[config.mk]
export PLATFORM = sky130hd
export DESIGN_NAME = exe_div_unit
export DESIGN_NICKNAME = d
export VERILOG_FILES = /design/src/rtl/exe_div_unit.sv
export SDC_FILE = /design/constraint.sdc
export NUM_CORES = 1
export LEC_CHECK = 0
export ABC_AREA = 0
export CORE_MARGIN = 8
export CORE_UTILIZATION = 50
export DETAILED_ROUTE_END_ITERATION = 7
export PLACE_DENSITY_LB_ADDON = 0.2
export SYNTH_ARGS = -nofsm -noshare
export SYNTH_HDL_FRONTEND = slang
export SYNTH_SLANG_ARGS = --single-unit
[constraint.sdc]
create_clock -name clk -period 6 [get_ports clk]
set_clock_uncertainty 0.05 [all_clocks]
set_input_delay 0.9 -clock clk [delete_from_list [all_inputs] [get_ports clk]]
set_output_delay 0.9 -clock clk [all_outputs]
set_load 0.005 [all_outputs]
[src/rtl/exe_div_unit.sv]
// Multi-cycle radix-2 restoring divider for OP_DIV / OP_DIVU in EXE; quotient to LO, remainder to HI.
// Optional macro DIV_FASTZERO_EN: a zero divisor completes straight from IDLE.
module exe_div_unit #(
  parameter int WIDTH = 32
) (
  input  logic             clk,
  input  logic             rst,
  input  logic             Div_Start,
  input  logic             Div_Signed,
  input  logic [WIDTH-1:0] Div_A,
  input  logic [WIDTH-1:0] Div_B,
  input  logic             Div_Ack,
  input  logic             Div_Flush,
  output logic             Div_Stall,
  output logic             Div_Done,
  output logic [WIDTH-1:0] Div_Quot,
  output logic [WIDTH-1:0] Div_Rem
);

  localparam int CNT_W = $clog2(WIDTH) + 1;

  typedef enum logic [1:0] {
    S_IDLE,
    S_CALC,
    S_FIX,
    S_DONE
  } state_t;

  state_t            state, state_nxt;
  logic [CNT_W-1:0]  cnt;

  logic [WIDTH-1:0]  dvd;
  logic [WIDTH-1:0]  dvs;
  logic [WIDTH-1:0]  rem;
  logic [WIDTH-1:0]  a_raw;
  logic              q_neg;
  logic              r_neg;
  logic              b_zero;

  logic [WIDTH:0]          rem_shift;
  logic signed [WIDTH+1:0] trial;
  logic                    q_bit;
  logic [WIDTH-1:0]        rem_step;
  logic                    launch;
  logic                    b_is_zero;

  function automatic logic [WIDTH-1:0] abs_val(input logic [WIDTH-1:0] v, input logic sgn_mode);
    return (sgn_mode && v[WIDTH-1]) ? -v : v;
  endfunction

  function automatic logic [WIDTH-1:0] cond_neg(input logic [WIDTH-1:0] v, input logic neg);
    return neg ? -v : v;
  endfunction

  assign Div_Stall = Div_Start & ~Div_Done;
  assign launch    = (state == S_IDLE) && Div_Start && !Div_Flush;
  assign b_is_zero = (Div_B == '0);

  // Restoring step: the two extra trial bits keep the sign test exact even when the shifted remainder uses bit WIDTH.
  always_comb begin
    rem_shift = {rem, dvd[WIDTH-1]};
    trial     = $signed({1'b0, rem_shift}) - $signed({2'b00, dvs});
    q_bit     = (trial >= 0);
    rem_step  = q_bit ? trial[WIDTH-1:0] : rem_shift[WIDTH-1:0];
  end

  always_comb begin
    state_nxt = state;
    if (Div_Flush) begin
      state_nxt = S_IDLE;
    end else begin
      case (state)
        S_IDLE: begin
          if (Div_Start) begin
`ifdef DIV_FASTZERO_EN
            state_nxt = b_is_zero ? S_DONE : S_CALC;
`else
            state_nxt = S_CALC;
`endif
          end
        end
        S_CALC:  if (cnt == CNT_W'(WIDTH - 1)) state_nxt = S_FIX;
        S_FIX:   state_nxt = S_DONE;
        S_DONE:  if (Div_Ack) state_nxt = S_IDLE;
        default: state_nxt = S_IDLE;
      endcase
    end
  end

  // Control and architectural outputs
  always_ff @(posedge clk) begin
    if (!rst) begin
      state    <= S_IDLE;
      cnt      <= '0;
      Div_Done <= 1'b0;
      Div_Quot <= '0;
      Div_Rem  <= '0;
    end else begin
      state <= state_nxt;
      if (Div_Flush) begin
        Div_Done <= 1'b0;
      end else begin
        case (state)
          S_IDLE: begin
            if (Div_Start) begin
              cnt <= '0;
`ifdef DIV_FASTZERO_EN
              if (b_is_zero) begin
                Div_Quot <= '1;
                Div_Rem  <= Div_A;
                Div_Done <= 1'b1;
              end
`endif
            end
          end
          S_CALC: cnt <= cnt + 1'b1;
          S_FIX: begin
            Div_Quot <= b_zero ? '1 : cond_neg(dvd, q_neg);
            Div_Rem  <= b_zero ? a_raw : cond_neg(rem, r_neg);
            Div_Done <= 1'b1;
          end
          S_DONE:  if (Div_Ack) Div_Done <= 1'b0;
          default: Div_Done <= 1'b0;
        endcase
      end
    end
  end

  // Datapath: dividend register doubles as the quotient shift register
  always_ff @(posedge clk) begin
    if (launch) begin
      dvd    <= abs_val(Div_A, Div_Signed);
      dvs    <= abs_val(Div_B, Div_Signed);
      rem    <= '0;
      a_raw  <= Div_A;
      b_zero <= b_is_zero;
      q_neg  <= Div_Signed & (Div_A[WIDTH-1] ^ Div_B[WIDTH-1]);
      r_neg  <= Div_Signed & Div_A[WIDTH-1];
    end else if (state == S_CALC) begin
      dvd <= {dvd[WIDTH-2:0], q_bit};
      rem <= rem_step;
    end
  end

endmodule

# After elaboration in Yosys (flattened, before gate mapping)
# Index checks and enable logic that the tools add are counted.
# word_totals
input_bits	70
ff_bits	204
output_inout_bits	66
# op_classes
magnitude_cmp	1
n_reduce_logical	15
muxes	17
addsub	6
n_eq_ne	7
n_bitwise	7
# ops
op	n
32-bit two-way mux	9
32-bit negator	4
34-bit by 1-bit >= comparator with 1-bit output, second input constant	1
33-bit by 32-bit subtractor with 34-bit output	1
32-bit logical NOT	1
6-bit one-hot mux with 2 select lines	1
2-bit one-hot mux with 4 select lines	1
6-bit by 1-bit adder with 6-bit output, second input constant	1
6-bit by 5-bit == test with 1-bit output, second input constant	1
2-bit two-way mux	3
6-bit two-way mux	1
2-bit inequality test, second input constant	3
3-bit AND reduction	2
2-bit nonzero test	3
2-bit == test, second input constant	2
1-bit logical AND	4
2-bit AND reduction	2
1-bit bitwise AND	3
1-bit NOT	3
2-bit by 1-bit == test with 1-bit output, second input constant	1
2-bit logical NOT	1
1-bit one-hot mux with 2 select lines	1
2-bit OR reduction	1
1-bit logical NOT	1
2 further kinds	2

# Longest topological paths before layout
# logic_depth
word_depth	4
ltp_mapped	13
depth_no_buf	13

# Worst setup path before layout
# OpenSTA, ideal clock, no wires.
# synth_path
path_kind	input -> register
startpoint	input Div_Flush
endpoint	register dvd[1] (data pin)
path_buffers	1
arrival_time_ps	3434
setup_time_ps	377
slack_ps	2139
path_stages	4
path_cell_list	nand3b_1 clkinv_1 clkbuf_1 a31oi_1
# synth_via
elab_chain_cells	3
# synth_lines
element	line	rtl
start: declaration	13	input logic Div_Flush,
1-bit logical NOT	56	assign launch = (state == S_IDLE) && Div_Start && !Div_Flush;
1-bit logical AND	56	
net launch	44	logic launch;
32-bit two-way mux	131	if (launch) begin
end signal: assignment	132	dvd <= abs_val(Div_A, Div_Signed);
end signal: assignment	140	dvd <= {dvd[WIDTH-2:0], q_bit};
end: declaration	32	logic [WIDTH-1:0] dvd;
# The timed path passes the listed nets, and every way through them passes these cells.
# A chain may end at the register's enable or synchronous reset.

# Worst setup path in the final report
# layout_path
startpoint	register rem[7]
endpoint	register rem[6]
# layout_via
elab_chain_cells	3
# layout_lines
element	line	rtl
start: declaration	34	logic [WIDTH-1:0] rem;
start signal: assignment	141	rem <= rem_step;
33-bit by 32-bit subtractor with 34-bit output	62	trial = $signed({1'b0, rem_shift}) - $signed({2'b00, dvs});
34-bit by 1-bit >= comparator with 1-bit output	63	q_bit = (trial >= 0);
32-bit two-way mux	64	rem_step = q_bit ? trial[WIDTH-1:0] : rem_shift[WIDTH-1:0];
# Every way passes these cells.

==> flow_summary.ini <==
[synthesis]
avgSynthCellArea_sq_um = 8.79
synth_cell_types = 58
async_flop_share = 0
yosys_warnings = 0
synth_area_sq_um = 12000
synth_seq_cells = 204
ys.flop_type = dfxtp_1
synth.net_count = 1480
synth_edf_count = 99
ys_seq_area_frac = 0.422
synthCells = 1368

[setup_path]
reg2reg_from = rem[7]$_SDFFE_PP0P_
cp-end-kind = flip-flop
crit_arrival_ns = 4.31
path_max_fanout = 28
crit_type = reg -> reg
crit_start = rem[7]$_SDFFE_PP0P_
worstPathRequired_ns = 6.31
critPathLaunchType = flip-flop

[cts]
clkTransAtPathRegs_ns = 0.06
cts-buffers-inserted = 23
htree_levels = 1
cts_root_buf = clkbuf_16
cts_tree = yes
hold_buffers = 0
post-cts-setup-buffers = 0
cts_max_path_buffers = 3
cts.sinks = 204
post_cts_resized = 0
clkLatencyLatePin_ns = 0.51

[grt]
grt_max_degree = 76
gr-usage-all-layers = 0.205
grt-ovfl-total = 0
antenna_found_initial = 0
first_global_vias = 9789
grt_pass1_wl_mm = 49.2

[outcome]
status = completed

[floorplanning]
top_level_ports = 136
start_util = 0.511
die_width_um = 171
die-area_sq_um = 29300
rows = 56
fp.coreArea_sq_um = 23500
fp.dieH_um = 171

[placement]
dp_hpwl_mm = 22.4
place.gp.congestion = 0.877
placed_cells = 1765
port_buffers = 135

[routing]
wl_mm = 30.4
drt_iter0_markers = 585
drc = 0
viasPerCell = 5.55
drt_first_pass_iters = 5
avgRoutedWirePerCell_um = 16.8
routed-via-count = 10000
drtAntennaViolNets = 0

[timing]
rsz0062_at_grt = false
hold_viol_final = 0
final.setup.tns_ns = 0
finalSetupViolations = 0
period_minus_slack_ns = 4.00
min_period_over_period = 0.666
relSlewSlack = 0.147
tightestPinTransition_ns = 1.28
fmax_mhz = 250
slew_viol_final = 0

[pwr]
p_per_area_nw_per_um2 = 299
ir_drop_v = 0.000189
leakage_nw = 5.61

[final_layout]
synthToLayoutAreaGrowth_pct = 19.1
antenna-diode-count = 0
instances_no_fill = 1807
nets = 1583
drive_gt1_frac = 0.0417
fillers = 2121
final_util = 0.609

[flow_run]
maxCapViolCount = 0

[hold_path]
hp-start = Div_Rem[31]$_SDFFE_PN0P_
min_path_type = reg -> reg
==> state kept, by name (all words and copies together) (netlist names), 2 cells and up <==
name,count
Div_Quot,32
Div_Rem,32
a_raw,32
cnt,6
dvd,32
dvs,32
rem,32
state,2
==> worst max-delay path: stages (launching register included) <==
cell and delay (ns):
dfxtp_1 0.47, ha_1 0.34, a21oi_1 0.16, o21ai_0 0.09
a31o_2 0.24, a211o_1 0.22, o21ai_1 0.31, a21oi_1 0.18
o31a_1 0.38, nor2_4 0.72, buf_4 0.35, mux2i_1 0.23
a211oi_1 0.09
==> metrics by stage <==
step                cell area, sq um  hold WS [ns]  worst slack [ns]  total power, mW
finish                         14300         0.400              2.00             4.28
global route                   14300         0.423              1.78             4.52
CTS                            14300         0.405              2.02             4.31
detailed placement             13600         0.397              1.92             2.94
global placement               13600         0.392              2.00             2.92
floorplan                      12000         0.401              2.14             2.61
==> cells in the mapped netlist (all sizes together), types with 2 or more instances <==
cell type / instances / share of area
nand3: 14 / 0.0058
nor4: 10 / 0.0052
o31ai: 27 / 0.017
a32oi: 3 / 0.0022
o21a: 4 / 0.0025
nand4: 6 / 0.0031
inv: 55 / 0.017
dfxtp: 105 / 0.17
or2: 4 / 0.0021
nand3b: 3 / 0.0019
mux2i: 32 / 0.027
nor3b: 5 / 0.0031
buf: 7 / 0.0028
o21bai: 7 / 0.0044
nand2: 207 / 0.065
and3: 11 / 0.0057
edfxtp: 99 / 0.25
o31a: 3 / 0.0022
a31oi: 5 / 0.0026
and2: 4 / 0.0021
a211oi: 18 / 0.011
o211ai: 4 / 0.0025
a22oi: 2 / 0.0012
o21ai: 155 / 0.064
nand2b: 11 / 0.0057
xnor2: 59 / 0.043
o41ai: 13 / 0.011
ha: 41 / 0.043
or4: 11 / 0.0081
a21boi: 38 / 0.024
nor2b: 14 / 0.0073
or3: 8 / 0.0046
clkbuf: 60 / 0.019
nor2: 77 / 0.024
a21oi: 100 / 0.042
xor2: 90 / 0.066
a21o: 19 / 0.012
nor3: 25 / 0.010
==> cells by family (layout without fill, tap and decap cells) <==
group           count (synthesis)  count (layout)  synth area share
flops                         204             204             0.422
simple gates                  412             412             0.155
xor+xnor                      149             149             0.108
buf+inv                       123             243            0.0390
mux                            33              33            0.0276
fa+ha+maj                      42              42            0.0443
compound gates                405             405             0.203
==> placed cells by master, fill, tap and decap left out, types with 14 or more instances in the layout <==
master and instances:
o21ai_1 14, nor3_1 25, mux2i_1 32, dfxtp_1 105, a21oi_1 100, xnor2_1 59, a211oi_1 18, nand3_1 14
xor2_1 90, a21boi_0 27, clkbuf_16 23, nand2_1 207, inv_1 55, nor2_1 75, ha_1 41, o31ai_1 27
o21ai_0 141, clkdlybuf4s50_1 134, a21o_1 19, edfxtp_1 99
==> power by group <==
group          switching [mW]  internal [mW]  total, mW
combinational           0.662          0.518       1.18
clock                   0.558          0.806       1.36
sequential              0.149           1.59       1.74
==> layout make-up <==
| cell class | count | area [sq um] | share of cell area |
|---|---|---|---|
| multi-input combinational | 1041 | 6500 | 0.454 |
| clock inverter | 11 | 106 | 0.00742 |
| tap | 319 | 399 | 0.0279 |
| inverter | 56 | 211 | 0.0148 |
| timing repair buffer | 145 | 1420 | 0.0992 |
| sequential | 204 | 5070 | 0.354 |
| clock buffer | 31 | 616 | 0.0430 |
==> worst paths after layout <==
kind / slack, ns / depth (start not counted) / end
hold / removal: 0.40 / 2 / Div_Rem[31]$_SDFFE_PN0P_
hold reg to reg: 0.40 / 2 / Div_Rem[31]$_SDFFE_PN0P_
setup reg to reg: 2.00 / 12 / rem[6]$_SDFFE_PP0P_
setup / recovery: 2.00 / 12 / rem[6]$_SDFFE_PP0P_
==> metal layers <==
metal	part of all wire	track usage	up-vias
met5	0	0	-
met4	0.016	0.0465	0
met3	0.048	0.0258	37
met2	0.48	0.355	216
met1	0.45	0.268	4709
li1	-	-	5066
No activity file was read; power rests on OpenSTA's default activity.
